--- src/rtl/axi_rd_arbiter.sv ---
// rtl/axi_rd_arbiter.sv - two-requester arbiter in front of the cache-line AXI read bridge
// Define RD_ARB_RR_EN for round-robin arbitration; default is fixed priority, D over I.
module axi_rd_arbiter #(
    parameter int ADDR_W = 32,
    parameter int DATA_W = 512
) (
    input  logic              clk,
    input  logic              resetn,
    input  logic              i_rd_req,
    input  logic [1:0]        i_rd_type,
    input  logic [ADDR_W-1:0] i_rd_addr,
    output logic              i_rd_rdy,
    output logic              i_ret_valid,
    output logic              i_ret_half,
    output logic [DATA_W-1:0] i_ret_data,
    input  logic              d_rd_req,
    input  logic [1:0]        d_rd_type,
    input  logic [ADDR_W-1:0] d_rd_addr,
    output logic              d_rd_rdy,
    output logic              d_ret_valid,
    output logic [DATA_W-1:0] d_ret_data,
    output logic              axi_rd_req,
    output logic [1:0]        axi_rd_type,
    output logic [ADDR_W-1:0] axi_rd_addr,
    input  logic              axi_rd_rdy,
    input  logic              axi_ret_valid,
    input  logic              axi_ret_half,
    input  logic [DATA_W-1:0] axi_ret_data
);

    typedef enum logic [2:0] {
        ST_IDLE = 3'b001,
        ST_REQ  = 3'b010,
        ST_WAIT = 3'b100
    } state_t;

    localparam logic SIDE_I = 1'b0;
    localparam logic SIDE_D = 1'b1;

    state_t state_q, state_d;
    logic   owner_q, owner_d;
    logic   last_grant_q, last_grant_d;

    logic   winner;
    logic   owner_req;
    logic   fwd_en;
    logic   fwd_side;
    logic   accept;

    // Returns bypass all registering so the requester sees data on the bridge's beat.
    assign i_ret_data = axi_ret_data;
    assign d_ret_data = axi_ret_data;

    assign owner_req = (owner_q == SIDE_D) ? d_rd_req : i_rd_req;

`ifdef RD_ARB_RR_EN
    always_comb begin
        if (i_rd_req && d_rd_req) begin
            winner = ~last_grant_q;
        end else begin
            winner = d_rd_req ? SIDE_D : SIDE_I;
        end
    end
`else
    logic unused_last_grant;
    assign unused_last_grant = last_grant_q;

    always_comb begin
        winner = d_rd_req ? SIDE_D : SIDE_I;
    end
`endif

    always_comb begin
        state_d      = state_q;
        owner_d      = owner_q;
        last_grant_d = last_grant_q;
        fwd_en       = 1'b0;
        fwd_side     = SIDE_I;
        i_ret_valid  = 1'b0;
        i_ret_half   = 1'b0;
        d_ret_valid  = 1'b0;

        // While in reset every control output stays low regardless of inputs.
        if (resetn) begin
            case (state_q)
                ST_IDLE: begin
                    if (i_rd_req || d_rd_req) begin
                        fwd_en   = 1'b1;
                        fwd_side = winner;
                        owner_d  = winner;
                        state_d  = axi_rd_rdy ? ST_WAIT : ST_REQ;
                    end
                end
                ST_REQ: begin
                    fwd_side = owner_q;
                    if (owner_req) begin
                        fwd_en = 1'b1;
                        if (axi_rd_rdy) begin
                            state_d = ST_WAIT;
                        end
                    end else begin
                        state_d = ST_IDLE;
                    end
                end
                ST_WAIT: begin
                    i_ret_valid = axi_ret_valid && (owner_q == SIDE_I);
                    d_ret_valid = axi_ret_valid && (owner_q == SIDE_D);
                    // The data side never issues double-line reads, so its half strobe is dropped.
                    i_ret_half  = axi_ret_half && (owner_q == SIDE_I);
                    if (axi_ret_valid) begin
                        state_d = ST_IDLE;
                    end
                end
                default: begin
                    state_d = ST_IDLE;
                end
            endcase
        end

        accept = fwd_en && axi_rd_rdy;
        if (accept) begin
            last_grant_d = fwd_side;
        end

        axi_rd_req  = fwd_en;
        axi_rd_type = fwd_en ? ((fwd_side == SIDE_D) ? d_rd_type : i_rd_type) : 2'b00;
        axi_rd_addr = fwd_en ? ((fwd_side == SIDE_D) ? d_rd_addr : i_rd_addr) : '0;
        i_rd_rdy    = accept && (fwd_side == SIDE_I);
        d_rd_rdy    = accept && (fwd_side == SIDE_D);
    end

    always_ff @(posedge clk) begin
        if (!resetn) begin
            state_q      <= ST_IDLE;
            owner_q      <= SIDE_I;
            last_grant_q <= SIDE_I;
        end else begin
            state_q      <= state_d;
            owner_q      <= owner_d;
            last_grant_q <= last_grant_d;
        end
    end

endmodule

--- config.mk ---
export PLATFORM = sky130hd
export DESIGN_NAME = axi_rd_arbiter
export DESIGN_NICKNAME = d
export VERILOG_FILES = /design/src/rtl/axi_rd_arbiter.sv
export SDC_FILE = /design/constraint.sdc
export NUM_CORES = 1
export LEC_CHECK = 0
export BUFFER_PORTS_ARGS = -buffer_cell sky130_fd_sc_hd__buf_2
export CAP_MARGIN = 20
export CORE_AREA = 4 4 644 646
export CTS_CLUSTER_SIZE = 12
export DETAILED_ROUTE_END_ITERATION = 8
export DIE_AREA = 0 0 648 650
export PLACE_DENSITY_LB_ADDON = 0.3
export SETUP_SLACK_MARGIN = 0.1
export SLEW_MARGIN = 0
export SYNTH_ARGS = -nofsm -noshare
export SYNTH_HDL_FRONTEND = slang
export SYNTH_SLANG_ARGS = --single-unit
--- constraint.sdc ---
create_clock -name clk -period 2 [get_ports clk]
set_clock_uncertainty 0.15 [all_clocks]
set_input_delay 0 -clock clk [delete_from_list [all_inputs] [get_ports clk]]
set_output_delay 0 -clock clk [all_outputs]
set_load 0.03 [all_outputs]
==> out/results.ini <==
[status]
status=complete, but fails checks
violations=negative hold slack

[routing]
drt_iter0_drc=971
drcViolationCount=0
drt_first_pass_iters=5
wl_mm=287
wl_per_cell_um=44.2
viasPerCell=1.37
ant_nets=0
vias=8927

[synthesis]
syn_nets=1964
ys_types=25
yosys_most_used_dff=dfxtp_1
synth_area_per_cell_sq_um=7.41
synth_enable_flop_cells=0
seq_area_frac_synth=0.00785
synth_top_area_frac=0.754
ys_ff_latch=4
synth_area_leaders=buf_4 75%, nor3b_1 5.2%, and4bb_1 4.2%
synth_area_leader_cell=buf_4
syn_inst=1377
ys_warn_count=0
synthesis.area_sq_mm=0.0102
async_flop_share=0

[critical_path]
cp-end-kind=primary output
crit_path_max_fanout=21
required_ns=1.85
cp.arrival_ns=1.83
critical_path_class=reg2out
startpoint_type=register

[clock_tree]
cts_max_level=1
clk_latency_ns=0.22
cts-root-buf=clkbuf_16
cts_tree=yes
cts_buffers=3
clk_pin_slew_ns=0.03
cts.sinks=4
clk_path_buf_depth=2

[floorplanning]
start_util=0.0249
row_count=235
dieArea_sq_mm=0.421
coreArea_sq_mm=0.409
die_w_um=648
die_y_um=650
io_pins=1651

[cells_and_area]
area_growth_pct=90.6
num-nets-final=1624
drive_gt1_frac=0.448
final_core_util=0.0475

[timing]
min_period_over_period=0.989
setup_viol_count_final=0
finalHoldViolations=66
maxSlewHeadroom=0.0965
fmax_mhz=506
min_period_ns=1.98
drv_slew=0
whs_ns=-0.00870
worstMarginPinSlew_ns=1.35
rsz0062_at_grt=yes

[place]
dp_hpwl_mm=262
gp_congestion=0.676
io_buffer_count=114

[global_route]
grt_max_degree=66
grt_pass1_vias=8066
grt_pass1_wl_mm=307
grt.total_usage=0.129
antenna_found_initial=43
grt_remaining_overflow=0

[power]
total_power_mw=8.63
vdd_drop_max_uv=200
p_leak_nw=5.60
power.density_mw_per_mm2=444

[flow_run]
maxCapViolCount=0

[min_path]
hold_class=in2out

[cell type report]
cell class / count / area, sq um
Antenna cell: 19 / 47.5
Multi-Input combinational cell: 263 / 2110
Tap cell: 5451 / 6820
Sequential cell: 4 / 88.8
Clock buffer: 3 / 75.1
Inverter: 34 / 128
Timing Repair Buffer: 731 / 10200
Fill cell: 48012 / 390000
[final timing paths]
path | startpoint | endpoint | slack, ns | cells after the start
max reg2reg | state_q[1] | state_q[0] | 0.50 | 5
min | axi_ret_data[176] | d_ret_data[176] | -0.009 | 1
max | state_q[1] | axi_rd_addr[15] | 0.02 | 6
min reg2reg | state_q[2] | owner_q | 0.51 | 3
[worst max-delay path, stage by stage (launching register included)]
cell and delay, ns:
dfxtp_4 0.34, buf_12 0.19, nand2b_4 0.06, o22a_2 0.22, buf_12 0.16, and4bb_1 0.37, buf_6 0.15
[timing repair]
action                                  4_1_cts  5_1_grt
gates resized for setup                      66        4
pin swaps                                     3        2
gates cloned                                  0        4
hold buffers                                556       29
endpoints found under the setup margin       38       38
hold endpoints to repair                   1027       29
buffers inserted                              2        0
[cells in the mapped netlist (all sizes together), types with 2 or more instances]
master / n
a211oi: 34
nor2b: 36
o22a: 2
nand2b: 2
buf: 1047
inv: 34
nor3: 2
o21ai: 36
a221oi: 34
and4bb: 34
nand3b: 2
nor3b: 72
nand2: 2
clkbuf: 29
dfxtp: 4
[layout by cell type, fill, tap and decap left out, drive strengths merged, types with 2 or more instances in the layout]
cell         instances
buf                440
dlygate4sd3        287
nor3b               72
nor2b               36
o21ai               36
inv                 34
a221oi              34
and4bb              34
a211oi              34
diode               19
clkbuf               7
dfxtp                4
nand3b               2
nand2b               2
o22a                 2
nand2                2
nor3                 2
[power breakdown]
group	switching, mW	internal (mW)
combinational	6.03	2.18
sequential	0.0149	0.0890
clock	0.0532	0.255
total	6.10	2.52
[cells by family (layout without fill, tap and decap cells)]
group | after synthesis | in the layout | share of synthesized area
compound gates | 108 | 108 | 0.0747
buf+inv | 1110 | 768 | 0.791
simple gates | 154 | 154 | 0.125
other cells | 0 | 19 | 0
flops | 4 | 4 | 0.00785
mux | 1 | 1 | 0.000981
[layer usage]
metal	vias up	part of all wire	track usage	routed length [um]
met5	-	0.0014	0.00572	398
met4	10	0.029	0.0290	8380
met2	1441	0.49	0.224	140000
met3	176	0.24	0.142	68800
met1	4507	0.24	0.0929	70100
li1	2793	-	-	-
[through the flow]
step / TNS, ns / instance area (sq um) / hold WS [ns] / worst slack (ns) / std cells
floorplan: 0 / 10200 / -0.0707 / 0.0748 / 1377
global placement: 0 / 10100 / -0.150 / 0.171 / 5891
detailed placement: 0 / 10100 / -0.150 / 0.176 / 5891
CTS: 0 / 19000 / 0.000101 / 0.0277 / 6452
global route: -0.0707 / 19400 / 0.0000677 / -0.0147 / 6489
finish: 0 / 19400 / -0.00870 / 0.0226 / 6505
[sequential cells by signal, indices dropped and copies added (netlist names)]
name     flops
state_q      3
owner_q      1
Power figures use the tool's default switching activity.
